===== src/rtl/robs_control_unit.sv =====
// Moore control FSM for the signed Robertson multiplier; drives the robs_datapath control word.
// Optional feature macro: ROBS_START_RESTART_EN (start while busy aborts and restarts at LOAD).
module robs_control_unit #(
  parameter int WIDTH = 8
) (
  input  logic        clk,
  input  logic        reset,
  input  logic        start,
  input  logic        zr,
  input  logic        zq,
  output logic [14:0] c,
  output logic        busy,
  output logic        done
);

  typedef enum logic [3:0] {
    IDLE,
    LOAD,
    INIT,
    TEST,
    ADD_IS,
    ADD_WB,
    SH_LD,
    SH,
    SH_WB,
    FIN
  } state_t;

  state_t state, next;
  logic   addsub_q;

  // zq fires on counter % 8 == 0, so the datapath counter must start on a multiple of 8
  if ((WIDTH % 8) != 0 || WIDTH < 8) begin : g_width_check
    $error("robs_control_unit: WIDTH must be a positive multiple of 8");
  end

  always_ff @(posedge clk or posedge reset) begin
    if (reset) begin
      state    <= IDLE;
      addsub_q <= 1'b0;
      done     <= 1'b0;
    end else begin
      state <= next;
      if (state == ADD_IS)
        addsub_q <= ~zq;
      done <= (state == FIN) && (next == IDLE);
    end
  end

  // The final iteration handles the sign bit, so ADD_IS subtracts when zq is set
  always_comb begin
    next = state;
    c    = '0;
    case (state)
      IDLE: begin
        if (start)
          next = LOAD;
      end
      LOAD: begin
        c[3:0] = 4'hF;
        next   = INIT;
      end
      INIT: begin
        c[8] = 1'b1;
        c[9] = 1'b1;
        next = TEST;
      end
      TEST: begin
        c[13] = 1'b1;
        next  = zr ? SH_LD : ADD_IS;
      end
      ADD_IS: begin
        c[10] = ~zq;
        next  = ADD_WB;
      end
      ADD_WB: begin
        c[10]  = addsub_q;
        c[5:4] = 2'd2;
        c[8]   = 1'b1;
        next   = SH_LD;
      end
      SH_LD: begin
        c[12] = 1'b1;
        next  = SH;
      end
      SH: begin
        c[11] = 1'b1;
        next  = SH_WB;
      end
      SH_WB: begin
        c[5:4] = 2'd1;
        c[6]   = 1'b1;
        c[8]   = 1'b1;
        c[9]   = 1'b1;
        next   = zq ? FIN : TEST;
      end
      FIN: begin
        c[14] = 1'b1;
        c[7]  = 1'b1;
        c[3]  = 1'b1;
        next  = IDLE;
      end
      default: next = IDLE;
    endcase
`ifdef ROBS_START_RESTART_EN
    if (start && state != IDLE && state != LOAD)
      next = LOAD;
`else
`endif
  end

  assign busy = (state != IDLE);

endmodule


===== config.mk =====
export PLATFORM = sky130hd
export DESIGN_NAME = robs_control_unit
export DESIGN_NICKNAME = d
export VERILOG_FILES = /design/src/rtl/robs_control_unit.sv
export SDC_FILE = /design/constraint.sdc
export NUM_CORES = 1
export LEC_CHECK = 0
export ABC_AREA = 1
export BUFFER_PORTS_ARGS = -buffer_cell sky130_fd_sc_hd__clkbuf_2
export CORE_AREA = 5 5 42 44
export DETAILED_ROUTE_END_ITERATION = 10
export DIE_AREA = 0 0 47 49
export HOLD_SLACK_MARGIN = 0.06
export PLACE_DENSITY_LB_ADDON = 0.05
export REMOVE_ABC_BUFFERS = 1
export SLEW_MARGIN = 20
export SYNTH_ARGS = -nofsm -noshare
export SYNTH_HDL_FRONTEND = slang
export SYNTH_SLANG_ARGS = --single-unit

===== constraint.sdc =====
create_clock -name clk -period 2.9 [get_ports clk]
set_clock_uncertainty 0.15 [all_clocks]
set_input_delay 0.29 -clock clk [delete_from_list [all_inputs] [get_ports clk]]
set_output_delay 0.29 -clock clk [all_outputs]
set_load 0.05 [all_outputs]

Word-level counts from Yosys, hierarchy flattened
Index checks and enable logic that the tools add are counted.

operators by class
  equal/unequal tests = 9
  mux-type cells = 15
  bitwise gates (word level) = 1
  reduce and logical (&&, ||, !) cells = 7

operators by type and width
  operator            number
  $pmux 4 s9          1
  $eq 4x3->1 const B  4
  $eq 4x2->1 const B  2
  $eq 4x4->1 const B  2
  $logic_not 4->1     2
  $mux 1              8
  $mux 4              2
  $eq 4x1->1 const B  1
  $pmux 2 s2          1
  $reduce_bool 4->1   1
  $reduce_or 2->1     2
  $mux 3              1
  $reduce_or 3->1     1
  $mux 2              1
  $pmux 1 s2          1
  $logic_and 1x1->1   1
  $not 1->1           1

storage, ports and cells
  register bits after elaboration = 6
  input bits = 5
  output and inout bits = 17
  logic and storage cells = 35

Logic depth before layout (Yosys ltp)
Gate-level depths: netlist (run 1).

  word-level depth = 4
  gate-level depth with buffers = 6
  depth with buffers taken out = 5

Worst setup path after synthesis (run 1)
Ideal clock, no wire load.

  kind = register to output
  from = reg state[1]
  to = out c[1]
  data arrival time = 2.177 ns
  required time = 2.460 ns
  slack = 0.283 ns
  stages on the path, launching flop included = 5
  path buffers = 1
  cells stage by stage = dfrtp_1 inv_1 nand2_1 nor3_1 buf_4

between the ends
  word-level cells in the longest chain between the ends = 2

RTL lines
  item                      line  text
  start: declaration        29    state_t state, next;
  start signal: assignment  43    state <= next;
  $eq 4x1->1                54    case (state)
  $mux 3                    54
  end: declaration          11    output logic [14:0] c,

No other way between the ends.

Worst setup path after layout (run 1)
  from = reg state[2]
  to = out c[10]

between the ends
  word-level cells in the longest chain between the ends = 2
  elaborated cells on any way between the ends = 3
  those cells by class = 2 x eq/ne; 1 x mux

RTL lines
  item          line
  $eq 4x3->1    54
  $pmux 1 s2 *  54

Every way passes the cells marked *; elsewhere a longest branch is shown, timed or not.

==> run_results.csv, run 1 <==
group,metric,value,unit
cts,cts_setup_buffers,0,
floorplanning,die_w,47,µm
placement,numPortBuffers,21,
sta,slew_violations,0,
cts,clk_path_buf_depth,2,
cts,clkTransAtPathRegs,40,ps
detailed_routing,wl_per_cell,11.0,µm
sta,slew_headroom,74.3,%
run_status,status,"finished clean",
logic_synthesis,ys_ff_latch,6,
cts,htreeDepth,1,
floorplanning,io_pins,22,
run,max_cap_viol_count,0,
worst_setup_path,critPathTopFamily,"flip-flops",
logic_synthesis,yosysSeqAreaShare,33.6,%
layout,utilization,39.9,%
worst_setup_path,slowest_delay,570,ps
sta,finalSetupViolCount,0,
placement,gp_congestion,0.717,
layout,diodes,0,
sta,rsz0062_at_grt,"false",
worst_setup_path,crit_path_start_kind,"register",
logic_synthesis,yosys_warnings,0,
floorplanning,fp.dieH,49,µm
detailed_routing,wl,1050,µm
layout,multiInputGateArea,203,µm²
logic_synthesis,ys_types,16,
detailed_routing,drt_iter0_drc,12,
logic_synthesis,syn_inst,60,
global_route,antenna_found_initial,0,
worst_setup_path,cp_slowest_cell,"dfrtp_1",
layout,nets,87,
layout,seqCellArea,150,µm²
min_path,hold_path.class,"in2reg",
layout,final_layout_size_suffix_gt1_share,43.8,%
placement,place_hpwl,849,µm
global_route,grt_overflow,0,
sta,fin_crit,2070,ps
layout,area_growth,25.2,%
worst_setup_path,crit_chain,"inv_1, nor2_4, nand3_2, o21ai_1, clkbuf_2",
logic_synthesis,syn_area,447,µm²
floorplanning,placementRows,14,
sta,hold_viol,0,
cts,numCtsBuffers,3,
sta,fin_crit_sh,71.3,%
worst_setup_path,worstPathArrival,1630,ps
floorplanning,coreArea,1400,µm²
floorplanning,start_util,31.9,%
placement,placed_area,527,µm²
layout,mostFrequentLayoutCell,"clkbuf_2",
worst_setup_path,worstPathMaxFanout,9,
global_route,grt_pass1_wl,1700,µm
detailed_routing,drc,0,
detailed_routing,ant_nets,0,
sta,worst_pin_slew,385,ps
cts,cts_tree,"built",
detailed_routing,vias_per_cell,4.53,
layout,fillCellCount,162,
global_route,grt_max_degree,10,
logic_synthesis,synth.avg_cell_area,7.44,µm²
sta,fmax,484,MHz
floorplanning,dieArea,2300,µm²
global_route,grt_pass1_vias,398,
layout,final_cell_area,559,µm²
layout,final_cell_mix,"clkbuf_2 (21), inv_1 (11), nand3_1 (9), nand2_1 (8), dfrtp_1 (6)",
global_route,grt.total_usage,10.5,%
detailed_routing,firstDrtPassIters,3,
cts,cts-root-buf,"clkbuf_4",
worst_setup_path,end_kind,"output port",
cts,insertion_delay,240,ps
worst_setup_path,cp.required,2460,ps
cts,cts_num_sinks,6,
worst_setup_path,critPathBufInv,2,
detailed_routing,vias,435,
worst_setup_path,crit_type,"reg2out",
==> state kept, by name, summed over array words and instances (netlist names) <==
signal    flops
state         4
addsub_q      1
done          1
==> synthesized netlist by cell type <==
cell | count | share of area [%]
buf_4 | 3 | 5.0
buf_6 | 2 | 5.0
dfrtp_1 | 6 | 34
inv_1 | 11 | 9.2
inv_2 | 2 | 1.7
nand2_1 | 8 | 6.7
nand2_2 | 2 | 2.8
nand3_1 | 9 | 10
nand3_2 | 1 | 2.2
nand4_1 | 1 | 1.4
nor2_1 | 4 | 3.4
nor2_2 | 2 | 2.8
nor2_4 | 3 | 7.6
nor3_1 | 3 | 3.4
o21ai_1 | 2 | 2.2
o22ai_2 | 1 | 2.8
==> worst min-delay path, stage by stage <==
cell and delay, ps:
clkbuf_2 80, nand3_1 70, nand4_1 80
==> routing by layer <==
| metal | wire [µm] | vias up | part of all wire (%) | track usage, % |
|---|---|---|---|---|
| li1 | - | 227 | - | - |
| met1 | 469 | 185 | 44 | 13.6 |
| met2 | 451 | 21 | 43 | 13.3 |
| met3 | 111 | 2 | 11 | 5.90 |
| met4 | 21 | 0 | 2.0 | 5.53 |
| met5 | 0 | - | 0 | 0 |
==> layout make-up <==
type                       instances  share of cell area, %
multi-input combinational         36                   36.2
sequential                         6                   26.8
timing repair buffer              22                   20.6
inverter                          13                   8.72
clock buffer                       3                   4.03
tap                               16                   3.58
==> worst paths after layout <==
kind                       startpoint       end  slack (ps)  depth (start not counted)
hold / removal                  start  state[0]         160                          3
max in group asynchronous       reset  state[2]        2070                          3
hold reg to reg              addsub_q  addsub_q         370                          2
min in group asynchronous       reset  addsub_q         340                          3
setup / recovery             state[2]     c[10]         830                          5
setup reg to reg             state[2]  state[0]        1670                          3
==> cell families (layout without fill, tap and decap cells) <==
group           Yosys count  after routing  share of synthesized area, %
simple gates             33             33                          40.3
flops                     6              6                          33.6
buf+inv                  18             38                          21.0
compound gates            3              3                          5.04
==> timing repair <==
item | 4_1_cts | 5_1_grt
gates resized for setup | 0 | 0
hold buffers | 1 | 0
endpoints found under the hold margin | 6 | 0
endpoints found under the setup margin | 0 | 0
==> per-stage QoR <==
stage                     hold slack, ps  setup WS, ps  cells  TNS (ps)
final                                165           833     96         0
after detailed placement            44.3          1090     92         0
after floorplan                    -69.0         -1210     55     -4080
after CTS                            158           813     96         0
after global placement              44.7          1100     92         0
after global routing                 178           734     96         0
Power of run 1 is not shown: default switching activity piles up to over one toggle a cycle in this logic, so the estimate is an artifact.
==> inputs of run 2 (changes only) <==
Settings changed: ABC_AREA 1 to 0.
Clock period 2.9 ns to 2.1 ns, I/O delays scaled along.
==> run_results.csv, run 2 <==
group,metric,value,unit
logic_synthesis,ys_types,24,
layout,area_growth,36.0,%
layout,largest_reg_flops,4,
detailed_routing,firstDrtPassIters,3,
global_route,grt_pass1_wl,1850,µm
layout,regMostFlops,"state",
layout,fillCellCount,166,
logic_synthesis,syn_area,424,µm²
layout,final_layout_size_suffix_gt1_share,45.8,%
cts,cts_num_sinks,6,
worst_setup_path,end_kind,"output port",
worst_setup_path,worstPathArrival,1610,ps
floorplanning,dieArea,2300,µm²
worst_setup_path,cp_slowest_cell,"dfrtp_2",
global_route,grt_max_degree,13,
layout,diodes,0,
min_path,hold_end,"state[0]",
sta,slew_violations,0,
placement,gp_congestion,0.687,
worst_setup_path,rr_endpoint,"state[1]",
sta,finalWorstSetupSlack,128,ps
floorplanning,start_util,30.3,%
worst_setup_path,crit_chain,"or2b_1, nor3b_1, buf_2",
placement,placed_area,518,µm²
worst_setup_path,worstPathMaxFanout,12,
logic_synthesis,yosysTopAreaCellShare,35.4,%
logic_synthesis,synth.avg_cell_area,8.84,µm²
logic_synthesis,async_flop_share,100,%
logic_synthesis,yosysSeqAreaShare,35.4,%
min_path,worstHoldStart,"start",
sta,worst_pin_slew,284,ps
floorplanning,coreArea,1400,µm²
logic_synthesis,synth_ff_type,"dfrtp_1",
cts,htreeDepth,1,
layout,nets,79,
worst_setup_path,reg2reg_slack,720,ps
detailed_routing,drc,0,
min_path,hold_path.class,"in2reg",
sta,fin_crit_sh,93.9,%
layout,final_cell_mix,"clkbuf_2 (16), nor2_1 (7), dfrtp_1 (5), buf_2 (5), buf_4 (5)",
placement,pre_cts_ws,232,ps
layout,mostFrequentLayoutCell,"clkbuf_2",
worst_setup_path,rr_worst_depth,4,
logic_synthesis,yosys-top-cells-count,"nor2_1 (7), dfrtp_1 (6), buf_4 (5)",
min_path,hold-path-cell-count,3,
worst_setup_path,crit_path_start_kind,"register",
detailed_routing,wl_per_cell,12.7,µm
floorplanning,fp.dieH,49,µm
floorplanning,placementRows,14,
cts,cts-root-buf,"clkbuf_4",
worst_setup_path,r2r-start,"state[0]",
placement,dp.cells,81,
sta,finalSetupViolCount,0,
placement,place_hpwl,837,µm
cts,clkTransAtPathRegs,50,ps
detailed_routing,wl,1110,µm
global_route,grt_pass1_vias,409,
sta,finalSetupTns,0,ps
global_route,grt.total_usage,11.2,%
cts,insertion_delay,240,ps
cts,clk_path_buf_depth,2,
global_route,grt_overflow,0,
cts,numCtsBuffers,3,
logic_synthesis,yosys.area.top_type,"dfrtp_1",
sta,slew_headroom,80.8,%
worst_setup_path,cp.required,1740,ps
logic_synthesis,ys_ff_latch,6,
worst_setup_path,crit_type,"reg2out",
layout,seqCellArea,151,µm²
detailed_routing,vias,434,
logic_synthesis,yosys_warnings,0,
layout,layout.cells.non_filler,88,
run_status,status,"finished clean",
detailed_routing,ant_nets,0,
sta,rsz0062_at_grt,"true",
sta,fin_crit,1970,ps
detailed_routing,vias_per_cell,4.93,
logic_synthesis,synth_area_leaders,"dfrtp_1 (35%), buf_4 (8.8%), nor2_1 (6.2%)",
layout,top_regs,"state x4, addsub_q x1, done x1",
sta,hold_viol,0,
logic_synthesis,yosys.cell_count.top_type,"nor2_1",
layout,multiInputGateArea,205,µm²
layout,final_cell_area,577,µm²
global_route,antenna_found_initial,0,
logic_synthesis,synth_edf_count,0,
sta,fmax,507,MHz
run,max_cap_viol_count,0,
detailed_routing,drt_iter0_drc,2,
placement,numPortBuffers,21,
floorplanning,io_pins,22,
logic_synthesis,syn_inst,48,
floorplanning,die_w,47,µm
worst_setup_path,slowest_delay,490,ps
cts,cts_tree,"built",
-- run 2: cell count changes after synthesis, moves of 2 or more --
| cell | previous run | this run |
|---|---|---|
| nand2_1 | 8 | 2 |
| nor2_2 | 2 | 0 |
| nor2_4 | 3 | 0 |
| nand3_1 | 9 | 0 |
| nand2_2 | 2 | 0 |
| nor2_1 | 4 | 7 |
| inv_1 | 11 | 3 |
| o21ai_1 | 2 | 0 |
| a21oi_1 | 0 | 2 |
| buf_4 | 3 | 5 |
| nor3b_1 | 0 | 3 |
-- run 2: cell type report --
class	instances	share of cell area (%)
flip-flops and latches	6	26.2
well taps	16	3.47
clock buffers	3	3.90
multi-input cells	31	35.6
inverters	4	2.60
repair buffers	28	28.2
-- run 2: stage by stage --
stage | util [%] | hold WS (ps)
final | 41.2 | 140
after global routing | 41.2 | 170
after CTS | 40.1 | 150
after detailed placement | 37.0 | -30.9
after global placement | 37.0 | -37.1
after floorplan | - | -149
-- run 2: how the worst max path moves through the flow --
stage          slack, ps    end      from  depth (start not counted)
2_1_floorplan      -2120   c[0]  state[0]                          2
3_3_place_gp         260   c[7]  state[0]                          3
3_5_place_dp         230   c[1]  state[0]                          3
4_1_cts               70  c[14]  state[0]                          3
5_1_grt              -10  c[14]  state[0]                          3
6_report             130   c[7]  state[0]                          3
-- run 2: repair_timing --
item / 4_1_cts / 5_1_grt
hold buffers: 2 / 0
resized for setup: 1 / 5
pin swaps: 0 / 1
buffers inserted: 0 / 2
endpoints found under the setup margin: 5 / 6
hold endpoints to repair: 8 / 0
-- run 2: routing by layer --
metal	part of all wire (%)	wire length (µm)	vias up	global-route usage, %
li1	-	-	210	-
met1	47	523	202	15.4
met3	8.3	92	2	3.32
met2	43	474	20	14.9
met4	2.1	23	0	6.91
met5	0	0	-	0
-- run 2: cell families (layout without fill, tap and decap cells) --
kind of cell / count (synthesis) / in the layout / share of synthesized area [%]
DFF: 6 / 6 / 35.4
buffers and inverters: 11 / 35 / 16.2
AOI/OAI and AO/OA: 8 / 8 / 13.9
and+or+nand+nor: 22 / 22 / 32.5
xor gates and xnor gates: 1 / 1 / 2.07
-- run 2: worst max-delay path, delay by kind of cell (launching register included) --
family	cells	cell delay [ps]
buffers and inverters	1	310
DFF	1	490
and+or+nand+nor	2	560
Power of run 2 is left out for the same reason.
